==> src/rtl/y86_mem_master.sv <==
// ---------------------------------------------------------------------------
// y86_mem_master
//
// Memory-stage bus master for the Y86 pipeline. Decodes icode/valA/valE/valP
// into at most one read or write on the data-memory req/ack bus, stalls the
// pipeline while the access is outstanding, returns read data in valM and
// flags out-of-range addresses and unresponsive memory.
//
// Ports:
//   clk, reset         clock and synchronous active-high reset
//   start              memory stage holds a valid instruction (used in IDLE)
//   icode              instruction code
//   valA, valE, valP   operand / address / next-PC values from execute
//   stall              high while a transaction is outstanding
//   done               one-cycle pulse when the stage access completes
//   error              one-cycle pulse with done: bad address or timeout
//   valM               last read data
//   mem_req            request, held until ack or abort
//   mem_we             1 = write, 0 = read
//   mem_addr           word address
//   mem_wdata          write data
//   mem_ack            memory completed the transaction this cycle
//   mem_rdata          read data, valid with mem_ack on reads
// ---------------------------------------------------------------------------
module y86_mem_master #(
    parameter int MEM_WORDS = 128,
    parameter int TIMEOUT   = 16
) (
    input  logic        clk,
    input  logic        reset,
    input  logic        start,
    input  logic [3:0]  icode,
    input  logic [63:0] valA,
    input  logic [63:0] valE,
    input  logic [63:0] valP,
    output logic        stall,
    output logic        done,
    output logic        error,
    output logic [63:0] valM,
    output logic        mem_req,
    output logic        mem_we,
    output logic [63:0] mem_addr,
    output logic [63:0] mem_wdata,
    input  logic        mem_ack,
    input  logic [63:0] mem_rdata
);

    localparam int CW = (TIMEOUT > 1) ? $clog2(TIMEOUT) : 1;

    typedef enum logic {
        IDLE = 1'b0,
        BUSY = 1'b1
    } state_t;

    state_t      state, state_next;
    logic [CW-1:0] count, count_next;

    logic        is_read, is_write;
    logic [63:0] acc_addr, acc_data;

    logic        req_next, we_next, done_next, error_next;
    logic [63:0] addr_next, wdata_next, valm_next;

    // Instruction decode: which icodes touch memory, and which operand
    // supplies the address and write data.
    always_comb begin
        is_read  = 1'b0;
        is_write = 1'b0;
        acc_addr = valE;
        acc_data = valA;
        case (icode)
            4'h5: is_read = 1'b1;
            4'h9, 4'hB: begin
                is_read  = 1'b1;
                acc_addr = valA;
            end
            4'h4, 4'hA: is_write = 1'b1;
            4'h8: begin
                is_write = 1'b1;
                acc_data = valP;
            end
            default: ;
        endcase
    end

    // Next-state and next-output logic. Bus fields hold their value unless
    // a new access is launched; done/error default low so they only pulse.
    // An ack on the final allowed cycle takes priority over the timeout.
    always_comb begin
        state_next = state;
        count_next = count;
        req_next   = mem_req;
        we_next    = mem_we;
        addr_next  = mem_addr;
        wdata_next = mem_wdata;
        valm_next  = valM;
        done_next  = 1'b0;
        error_next = 1'b0;
        case (state)
            IDLE: begin
                if (start) begin
                    if (is_read || is_write) begin
                        if (acc_addr < 64'(MEM_WORDS)) begin
                            req_next   = 1'b1;
                            we_next    = is_write;
                            addr_next  = acc_addr;
                            wdata_next = acc_data;
                            count_next = '0;
                            state_next = BUSY;
                        end else begin
                            done_next  = 1'b1;
                            error_next = 1'b1;
                        end
                    end else begin
                        done_next = 1'b1;
                    end
                end
            end
            BUSY: begin
                if (mem_ack) begin
                    req_next   = 1'b0;
                    done_next  = 1'b1;
                    state_next = IDLE;
                    if (!mem_we) begin
                        valm_next = mem_rdata;
                    end
                end else if (count == CW'(TIMEOUT - 1)) begin
                    req_next   = 1'b0;
                    done_next  = 1'b1;
                    error_next = 1'b1;
                    state_next = IDLE;
                end else begin
                    count_next = count + CW'(1);
                end
            end
            default: state_next = IDLE;
        endcase
    end

    // State and output registers.
    always_ff @(posedge clk) begin
        if (reset) begin
            state     <= IDLE;
            count     <= '0;
            mem_req   <= 1'b0;
            mem_we    <= 1'b0;
            mem_addr  <= 64'd0;
            mem_wdata <= 64'd0;
            valM      <= 64'd0;
            done      <= 1'b0;
            error     <= 1'b0;
        end else begin
            state     <= state_next;
            count     <= count_next;
            mem_req   <= req_next;
            mem_we    <= we_next;
            mem_addr  <= addr_next;
            mem_wdata <= wdata_next;
            valM      <= valm_next;
            done      <= done_next;
            error     <= error_next;
        end
    end

    assign stall = (state == BUSY);

endmodule

==> config.mk <==
export PLATFORM = sky130hd
export DESIGN_NAME = y86_mem_master
export DESIGN_NICKNAME = d
export VERILOG_FILES = /design/src/rtl/y86_mem_master.sv
export SDC_FILE = /design/constraint.sdc
export NUM_CORES = 1
export LEC_CHECK = 0
export CAP_MARGIN = 5
export CORE_AREA = 3 3 179 181
export DETAILED_ROUTE_END_ITERATION = 12
export DIE_AREA = 0 0 182 184
export GPL_TIMING_DRIVEN = 1
export RECOVER_POWER = 100
export SETUP_SLACK_MARGIN = 0.15
export SYNTH_ARGS = -nofsm -noshare
export SYNTH_HDL_FRONTEND = slang
export SYNTH_SLANG_ARGS = --single-unit
==> constraint.sdc <==
create_clock -name clk -period 3.3 [get_ports clk]
set_clock_uncertainty 0.05 [all_clocks]
set_input_delay 0.66 -clock clk [delete_from_list [all_inputs] [get_ports clk]]
set_output_delay 0.66 -clock clk [all_outputs]
set_load 0.05 [all_outputs]
==> results of run 1 <==
[worst paths after layout]
path / start / endpoint / slack, ns / cells past startpoint
setup / recovery: icode[0] / mem_addr[2] / 0.34 / 7
hold / removal: valM[60] / valM[60] / 0.40 / 2
setup reg to reg: stall / valM[56] / 1.08 / 5
hold reg to reg: valM[60] / valM[60] / 0.40 / 2
[flip-flops by register name, summed over array words and instances, names as in the netlist, 4 cells and up]
register and cells:
count 4, mem_addr 64, mem_wdata 64, valM 64
[power groups by stage]
stage	Combinational (uW)	Sequential (uW)	Clock, uW
floorplan	131	2490	0
global placement	526	2480	0
detailed placement	528	2480	0
CTS	531	2430	2900
global route	563	2430	2990
finish	524	2430	2800
[critical path: cells and delay by family]
family / cells / cell delay, ns
AO/OA/AOI/OAI: 2 / 0.74
AND/OR/NAND/NOR: 2 / 0.65
buffers and inverters: 2 / 0.90
multiplexers: 1 / 0.32
[through the flow]
stage / utilization (%) / std cells / setup WS (ns)
4_1_cts: 47.0 / 1744 / 0.494
6_report: 46.8 / 1746 / 0.338
5_1_grt: 46.8 / 1746 / 0.259
2_1_floorplan: - / 887 / 0.908
3_5_place_dp: 44.3 / 1704 / -0.0156
3_3_place_gp: 44.3 / 1704 / -0.0289
[placed cells by master, fill, tap and decap left out, types with 12 or more instances in the layout]
master	Yosys	layout
clkbuf_16	0	25
clkdlybuf4s50_1	0	261
nor3b_1	58	58
mux2_1	0	12
nor4_1	25	25
mux2_2	60	60
nor2b_1	73	73
buf_4	0	16
a21oi_1	67	67
dfxtp_1	201	201
dlygate4sd3_1	0	198
nor2_1	79	78
nand2_1	138	138
mux2i_1	73	73
[cells by family (layout without fill, tap and decap cells)]
group	Yosys count	in the layout	share of synthesized area (%)
other	0	2	0
AO/OA/AOI/OAI	76	76	5.06
AND/OR/NAND/NOR	397	397	24.3
multiplexers	145	145	18.8
adder cells (fa/ha/maj)	1	1	0.148
XOR/XNOR	2	2	0.208
flip-flops	201	201	47.7
buffers and inverters	65	526	3.80
[area by class of cell]
type / count / area (um^2) / area share [%]
Clock inverter: 7 / 139 / 0.970
Clock buffer: 33 / 696 / 4.86
Sequential cell: 201 / 4020 / 28.1
Multi-Input combinational cell: 621 / 4050 / 28.3
Tap cell: 396 / 495 / 3.46
Antenna cell: 2 / 5.00 / 0.0349
Timing Repair Buffer: 486 / 4910 / 34.3
[per-layer routing]
layer	routed length [um]	part of all wire [%]	track usage, %	vias up
li1	-	-	-	3910
met1	12500	39	20.7	3661
met2	16000	49	32.0	296
met3	2880	8.9	5.96	60
met4	965	3.0	5.73	4
met5	28	0.086	0	-
==> impl_metrics.py, run 1 <==
metrics = {
    "cells_and_area": {
        "drive_gt1_share_pct": 9.72,
        "syn2layout_area_growth_pct": 69.8,
        "nNetsFinal": 1599,
        "fillers": 2936,
        "final_area_um2": 14300,
    },
    "clocking": {
        "h-tree-depth": 1,
        "holdBufCountCts": 0,
        "clk_latency_ns": 0.51,
        "post-cts-setup-buffer-count": 0,
        "root_buffer": "clkbuf_16",
        "cts_resized": 0,
        "cts_tree": "yes",
        "cts_buffers": 24,
        "cts_max_path_buffers": 3,
        "cts.sinks": 201,
        "clk_pin_slew_ns": 0.06,
    },
    "sta": {
        "fin_crit_ns": 2.96,
        "fmax_mhz": 338,
        "tightest_slew_ns": 1.36,
        "report.final.slew_viol_count": 0,
        "setup-violations-final": 0,
        "relSlewSlack_pct": 9.66,
        "rsz0062_at_grt": "no",
        "hold_violations": 0,
        "post-route-period-util_pct": 89.8,
        "hold_slack_ns": 0.397,
        "finalSetupTns_ns": 0,
    },
    "floorplanning": {
        "dieWidth_um": 182,
        "die_h_um": 184,
        "die_area_um2": 33500,
        "ios": 461,
        "initial_core_util_pct": 27.6,
        "rows": 64,
        "core_area_um2": 30600,
    },
    "global_routing": {
        "grt_pass1_wl_um": 47800,
        "grt_max_degree": 98,
        "antenna_found_initial": 4,
        "grt_pass1_vias": 8075,
        "overflow": 0,
        "track_usage_pct": 18.1,
    },
    "drt": {
        "drt-initial-drc-count": 300,
        "vias": 7931,
        "drt_wl_total_um": 32400,
        "ant_nets": 0,
        "dr.pass1.iters": 4,
        "routedWlPerCell_um": 18.6,
        "viasPerCell": 4.54,
        "drc_errors": 0,
    },
    "logic_synthesis": {
        "syn_inst": 887,
        "syn_area_um2": 8430,
        "synth_seq_cells": 201,
        "synth_warnings": 0,
        "yosysMostFrequentCell": "dfxtp_1",
        "synthTopCellsByCount": "dfxtp_1 (201), nand2_1 (138), nor2_1 (79)",
        "synth-seq-area-share_pct": 47.7,
        "synth.area.top_cells": "dfxtp_1 (48%), mux2i_1 (8.7%), mux2_2 (8.0%), nand2_1 (6.1%), nor2b_1 (5.4%)",
        "synthArstFlopShare_pct": 0,
        "synth.avg_cell_area_um2": 9.51,
        "synth-edff-count": 0,
        "synth.largest_area_cell": "dfxtp_1",
        "synth_top_cell_area_share_pct": 47.7,
        "synth_cell_type_count": 37,
        "syn-num-nets": 1152,
        "synth_ff_type": "dfxtp_1",
    },
    "place": {
        "dp_hpwl_um": 24800,
        "port_buffers": 460,
        "gp_congestion": 0.802,
        "place_area_um2": 13500,
    },
    "worst_setup_path": {
        "start_kind": "primary input",
        "endpoint_kind": "flip-flop",
        "cp_cell_sequence": "clkdlybuf4s50_1 -> nand3b_4 -> nand4b_1 -> o22ai_1 -> o2111ai_4 -> buf_12 -> mux2_1",
        "worstSetupPathType": "in -> reg",
        "cpPeakStageDelay_ns": 0.65,
        "worstPathMaxFanout": 27,
        "crit_arrival_ns": 3.30,
        "crit_required_ns": 3.63,
        "cp_slowest_cell": "clkdlybuf4s50_1",
    },
    "worst_hold_path": {
        "hold_class": "reg -> reg",
    },
    "power_and_ir_drop": {
        "power_uw": 5760,
        "clkPwrFrac_pct": 48.7,
        "power_density_nw_per_um2": 402,
        "p_sw_share_pct": 21.1,
        "switchingPower_uw": 1220,
        "vdd_drop_max_mv": 0.288,
        "comb_power_share_pct": 9.1,
        "p_seq_share_pct": 42.2,
        "p_leak_uw": 0.00591,
        "p_int_uw": 4540,
    },
    "status": {
        "status": "finished clean",
    },
    "flow_run": {
        "timing.max_cap.violations": 0,
    },
}
Power figures use the tool's default switching activity.
==> inputs of run 2 (changes only) <==
--- a/config.mk
+++ b/config.mk
@@ -6,12 +6,13 @@
 export NUM_CORES = 1
 export LEC_CHECK = 0
 export CAP_MARGIN = 5
-export CORE_AREA = 3 3 179 181
+export CORE_MARGIN = 3
+export CORE_UTILIZATION = 25
 export DETAILED_ROUTE_END_ITERATION = 12
-export DIE_AREA = 0 0 182 184
 export GPL_TIMING_DRIVEN = 1
 export RECOVER_POWER = 100
 export SETUP_SLACK_MARGIN = 0.15
 export SYNTH_ARGS = -nofsm -noshare
 export SYNTH_HDL_FRONTEND = slang
 export SYNTH_SLANG_ARGS = --single-unit
+export TNS_END_PERCENT = 50
==> run 2 against run 1 <==
  * Design area increased by 0.56%
  * Total power increased by 1.4%
  * Hold slack improved by 0.0018 ns
  * Die area increased by 7.4%
  * Count of clock-buffer cells in the layout decreased by 4
  * Largest cell class unchanged
  * First-iteration DRC count increased by 0.67%
  * Combinational power increased by 1%
  * Fmax decreased by 0.94%
  * Highest routed layer unchanged
  * Setup slack got worse by 0.028 ns
  * Core utilization decreased by 3.0 points
  * Wire length decreased by 0.60%
  * Non-clock buffer count decreased by 1
==> impl_metrics.py, run 2 (synthesis gave the netlist of run 1 again) <==
metrics = {
    "drt": {
        "routedWlPerCell_um": 17.9,
        "viasPerCell": 4.42,
        "drc_errors": 0,
        "dr.pass1.iters": 4,
        "ant_nets": 0,
        "drt_wl_total_um": 32200,
        "vias": 7930,
        "drt-initial-drc-count": 302,
    },
    "power_and_ir_drop": {
        "clkPwrFrac_pct": 49.3,
        "power_uw": 5830,
        "p_int_uw": 4550,
        "p_seq_share_pct": 41.6,
        "p_leak_uw": 0.00592,
        "vdd_drop_max_mv": 0.309,
        "switchingPower_uw": 1290,
        "comb_power_share_pct": 9.1,
        "power_density_nw_per_um2": 405,
        "p_sw_share_pct": 22.1,
    },
    "place": {
        "gp_congestion": 0.794,
        "dp_hpwl_um": 24500,
        "place_ws_ns": -0.147,
        "port_buffers": 460,
    },
    "floorplanning": {
        "rows": 66,
        "ios": 461,
        "core_area_um2": 32900,
        "die_area_um2": 36000,
        "dieWidth_um": 190,
        "die_h_um": 190,
        "initial_core_util_pct": 25.7,
    },
    "global_routing": {
        "use_met3_pct": 6.14,
        "grt_util_met2_pct": 29.2,
        "overflow": 0,
        "grt_max_degree": 90,
        "grt_pass1_vias": 8011,
        "grt_pass1_wl_um": 47700,
        "antenna_found_initial": 3,
        "grt.busiest_layer": "met2",
        "track_usage_pct": 16.7,
        "met1_usage_pct": 19.6,
    },
    "sta": {
        "fmax_mhz": 334,
        "setup_slack_ns": 0.309,
        "hold_violations": 0,
        "relSlewSlack_pct": 9.59,
        "rsz0062_at_grt": "no",
        "tightest_slew_ns": 1.36,
        "hold_slack_ns": 0.398,
        "post-route-period-util_pct": 90.6,
        "fin_crit_ns": 2.99,
        "report.final.slew_viol_count": 0,
        "setup-violations-final": 0,
        "finalSetupTns_ns": 0,
    },
    "flow_run": {
        "timing.max_cap.violations": 0,
    },
    "worst_setup_path": {
        "cp-startpoint": "valA[43]",
        "start_kind": "primary input",
        "cp_slowest_cell": "nor4_1",
        "crit_buf_inv": 4,
        "cp_cell_sequence": "clkdlybuf4s50_1 -> nor4_1 -> buf_4 -> nand4_1 -> mux2i_1 -> buf_4 -> o2111ai_1 -> buf_4 -> mux2_2",
        "worstSetupPathType": "in -> reg",
        "crit_required_ns": 3.66,
        "cpPeakStageDelay_ns": 0.64,
        "cp_common_cell": "buf_4",
        "crit_arrival_ns": 3.36,
        "worstPathMaxFanout": 30,
        "critPathTopFamily": "buffers and inverters",
        "endpoint_kind": "flip-flop",
        "r2r-start": "stall",
    },
    "worst_hold_path": {
        "hold_class": "reg -> reg",
        "worstHoldStart": "valM[41]",
    },
    "clocking": {
        "cts_buffers": 25,
        "holdBufCountCts": 0,
        "root_buffer": "clkbuf_16",
        "post-cts-setup-buffer-count": 0,
        "cts_tree": "yes",
        "clk_pin_slew_ns": 0.06,
        "clk_latency_ns": 0.52,
        "cts_max_path_buffers": 3,
        "cts.sinks": 201,
        "cts_resized": 0,
        "h-tree-depth": 1,
    },
    "cells_and_area": {
        "layout_common_cells": "clkdlybuf4s50_1 (261), dfxtp_1 (201), dlygate4sd3_1 (198), nand2_1 (138), nor2_1 (78)",
        "drive_gt1_share_pct": 10.1,
        "final_common_cell": "clkdlybuf4s50_1",
        "nNetsFinal": 1599,
        "reg.largest.list": "mem_addr: 64 flops, mem_wdata: 64 flops, valM: 64 flops",
        "fillers": 3235,
        "diodes": 0,
        "syn2layout_area_growth_pct": 70.8,
    },
    "status": {
        "status": "finished clean",
    },
}
==> run 2: cell count changes in the layout (fill, tap and decap cells not counted) <==
cell / previous run / this run
buf_12: 9 / 10
buf_4: 16 / 13
clkbuf_1: 4 / 2
clkbuf_8: 5 / 4
clkinv_2: 2 / 7
clkinv_4: 0 / 2
clkinvlp_4: 0 / 2
diode_2: 2 / 0
inv_8: 0 / 1
o2111ai_1: 0 / 1
o2111ai_4: 1 / 0
==> run 2: stage by stage <==
stage | area (um^2) | utilization, % | cells
floorplan | 8430 | - | 887
global placement | 13600 | 41.4 | 1749
detailed placement | 13600 | 41.4 | 1749
CTS | 14500 | 44.1 | 1795
global route | 14400 | 43.8 | 1795
finish | 14400 | 43.8 | 1795
==> run 2: worst reg2reg max path, delay by kind of cell (launching register included) <==
| kind | cells | cell delay [ns] |
|---|---|---|
| simple gates | 3 | 0.79 |
| buf+inv | 1 | 0.71 |
| flops | 1 | 0.45 |
| compound gates | 1 | 0.10 |
==> run 2: metal layers <==
layer,wire [um],part of all wire [%],up-vias
met5,36,0.11,-
met2,15500,48,293
met1,13100,41,3671
met4,658,2.0,6
li1,-,-,3913
met3,2890,9.0,47
==> run 2: layout make-up <==
cell class / count / area (um^2) / area share (%)
Clock buffer: 29 / 671 / 4.66
Clock inverter: 17 / 208 / 1.44
Multi-Input combinational cell: 621 / 4040 / 28.0
Sequential cell: 201 / 4020 / 27.9
Tap cell: 442 / 553 / 3.84
Timing Repair Buffer: 485 / 4910 / 34.1
==> run 2: path summary, 6_finish.rpt <==
kind	end	slack (ns)	depth (start not counted)
hold reg to reg	valM[41]	0.40	2
setup reg to reg	valM[53]	1.07	5
setup / recovery	mem_wdata[29]	0.31	9
hold / removal	valM[41]	0.40	2
==> run 2: power groups by stage <==
stage          Clock, uW  Combinational (uW)  Sequential, uW
2_1_floorplan          0                 131            2490
3_3_place_gp           0                 535            2480
3_5_place_dp           0                 535            2480
4_1_cts             2990                 538            2430
5_1_grt             3090                 568            2430
6_report            2880                 530            2430
==> inputs of run 3 (changes only) <==
--- a/config.mk
+++ b/config.mk
@@ -6,9 +6,10 @@
 export NUM_CORES = 1
 export LEC_CHECK = 0
 export CAP_MARGIN = 5
-export CORE_MARGIN = 3
-export CORE_UTILIZATION = 25
+export CORE_AREA = 3 3 178 180
 export DETAILED_ROUTE_END_ITERATION = 12
+export DIE_AREA = 0 0 181 183
+export DONT_BUFFER_PORTS = 1
 export GPL_TIMING_DRIVEN = 1
 export RECOVER_POWER = 100
 export SETUP_SLACK_MARGIN = 0.15
==> run 3 against run 2 <==
  * The run now ends with max-capacitance violations, max-slew violations left
  * Largest power group unchanged
  * Sequential power about the same
  * Sequential share of layout area up 15 points
  * Critical path type unchanged
  * First-iteration DRC count up 20%
  * Core utilization down 13 points
  * Global-route usage down 1.8 points
  * Count of clock-buffer cells in the layout up 5
  * Setup slack better by 0.13 ns
  * Via count down 22%
  * Flip-flop and latch count unchanged
  * Highest routed layer is now met4
==> impl_metrics.py, run 3 (synthesis gave the netlist of run 1 again) <==
metrics = {
    "floorplanning": {
        "die_h_um": 183,
        "core_area_um2": 30300,
        "dieWidth_um": 181,
        "die_area_um2": 33100,
        "initial_core_util_pct": 27.8,
        "ios": 461,
        "rows": 64,
    },
    "clocking": {
        "clk_latency_ns": 0.51,
        "root_buffer": "clkbuf_16",
        "cts_max_path_buffers": 3,
        "post-cts-setup-buffer-count": 0,
        "holdBufCountCts": 0,
        "cts_tree": "yes",
        "cts_buffers": 22,
        "clk_pin_slew_ns": 0.06,
        "cts_resized": 0,
        "cts.sinks": 201,
        "h-tree-depth": 1,
    },
    "worst_setup_path": {
        "r2r-start": "stall",
        "cp_cell_sequence": "nor4_1 -> nand4_1 -> mux2i_1 -> o2111ai_1 -> clkbuf_1 -> mux2_2",
        "cp_slowest_cell": "nor4_1",
        "cpPeakStageDelay_ns": 0.58,
        "crit_required_ns": 3.65,
        "cp-startpoint": "valA[43]",
        "critPathTopFamily": "simple AND/OR/NAND/NOR gates",
        "start_kind": "primary input",
        "crit_arrival_ns": 3.21,
        "worstPathMaxFanout": 14,
        "endpoint_kind": "flip-flop",
        "crit_buf_inv": 1,
        "worstSetupPathType": "in -> reg",
    },
    "place": {
        "dp_hpwl_um": 20400,
        "port_buffers": 0,
        "gp_congestion": 0.820,
    },
    "global_routing": {
        "grt_util_met2_pct": 25.1,
        "antenna_found_initial": 2,
        "met1_usage_pct": 17.8,
        "use_met3_pct": 5.45,
        "track_usage_pct": 15.0,
        "grt_max_degree": 276,
        "grt_pass1_vias": 6008,
        "grt_pass1_wl_um": 38400,
        "overflow": 0,
        "grt.busiest_layer": "met2",
    },
    "power_and_ir_drop": {
        "power_uw": 5100,
        "p_sw_share_pct": 20.6,
        "power_density_nw_per_um2": 541,
        "clkPwrFrac_pct": 50.1,
        "p_leak_uw": 0.00335,
        "p_seq_share_pct": 47.7,
        "vdd_drop_max_mv": 0.317,
        "switchingPower_uw": 1050,
        "p_int_uw": 4050,
        "comb_power_share_pct": 2.1,
    },
    "sta": {
        "hold_violations": 0,
        "post-route-period-util_pct": 86.8,
        "fmax_mhz": 349,
        "hold_slack_ns": 0.235,
        "finalSetupTns_ns": 0,
        "report.final.slew_viol_count": 65,
        "rsz0062_at_grt": "no",
        "setup-violations-final": 0,
        "fin_crit_ns": 2.86,
        "tightest_slew_ns": 2.24,
        "relSlewSlack_pct": -49.2,
    },
    "drt": {
        "drt-initial-drc-count": 362,
        "routedWlPerCell_um": 21.5,
        "dr.pass1.iters": 4,
        "ant_nets": 0,
        "vias": 6225,
        "drt_wl_total_um": 27400,
        "drc_errors": 0,
        "viasPerCell": 4.90,
    },
    "status": {
        "violations": "max-capacitance violations, max-slew violations",
        "status": "finished with violations",
    },
    "worst_hold_path": {
        "worstHoldStart": "mem_rdata[15]",
        "hold_class": "in -> reg",
    },
    "cells_and_area": {
        "fillers": 3188,
        "final_common_cell": "dfxtp_1",
        "syn2layout_area_growth_pct": 11.7,
        "drive_gt1_share_pct": 12.4,
        "layout_common_cells": "dfxtp_1 (201), nand2_1 (138), nor2_1 (78), mux2i_1 (73), nor2b_1 (73)",
        "nNetsFinal": 1122,
        "reg.largest.list": "mem_addr: 64 flops, mem_wdata: 64 flops, valM: 64 flops",
    },
    "flow_run": {
        "timing.max_cap.violations": 1,
    },
}
## run 3: cell count changes in the layout (fill, tap and decap cells not counted), sizes merged, moves of 3 or more
cell,before,now
clkbuf,32,38
clkinv,9,1
diode,0,3
clkdlybuf4s50,261,0
dlygate4sd3,198,0
buf,23,7
## run 3: metal layers
layer / share of wire (%) / up-vias
li1: - / 2957
met1: 39 / 2938
met2: 48 / 284
met3: 10 / 46
met4: 3.0 / 0
met5: 0 / -
## run 3: stage by stage
step	std cells	instance area (um^2)	util [%]	setup slack (ns)
5_1_grt	1269	9420	31.0	0.384
3_3_place_gp	1229	8740	28.8	0.165
3_5_place_dp	1229	8740	28.8	0.188
6_report	1270	9420	31.0	0.435
4_1_cts	1267	9500	31.3	0.724
2_1_floorplan	887	8430	-	0.908
## run 3: power groups by stage
| stage | Sequential [uW] | Clock [uW] | Combinational (uW) |
|---|---|---|---|
| 2_1_floorplan | 2490 | 0 | 131 |
| 3_3_place_gp | 2490 | 0 | 110 |
| 3_5_place_dp | 2490 | 0 | 111 |
| 4_1_cts | 2430 | 2640 | 112 |
| 5_1_grt | 2430 | 2760 | 122 |
| 6_report | 2430 | 2550 | 108 |
## run 3: final cells by class
cell class	instances	area, um^2	area share [%]
Sequential cell	201	4020	42.7
Tap cell	396	495	5.26
Clock inverter	4	76.3	0.810
Multi-Input combinational cell	621	4040	42.9
Antenna cell	3	7.51	0.0797
Timing Repair Buffer	11	96.3	1.02
Clock buffer	34	677	7.19
## run 3: final timing paths
path / end / slack [ns] / depth (start not counted)
worst max register to register: valM[20] / 0.64 / 4
worst min-delay path: valM[15] / 0.23 / 2
worst min register to register: count[1] / 0.43 / 2
worst max-delay path: mem_wdata[16] / 0.44 / 6
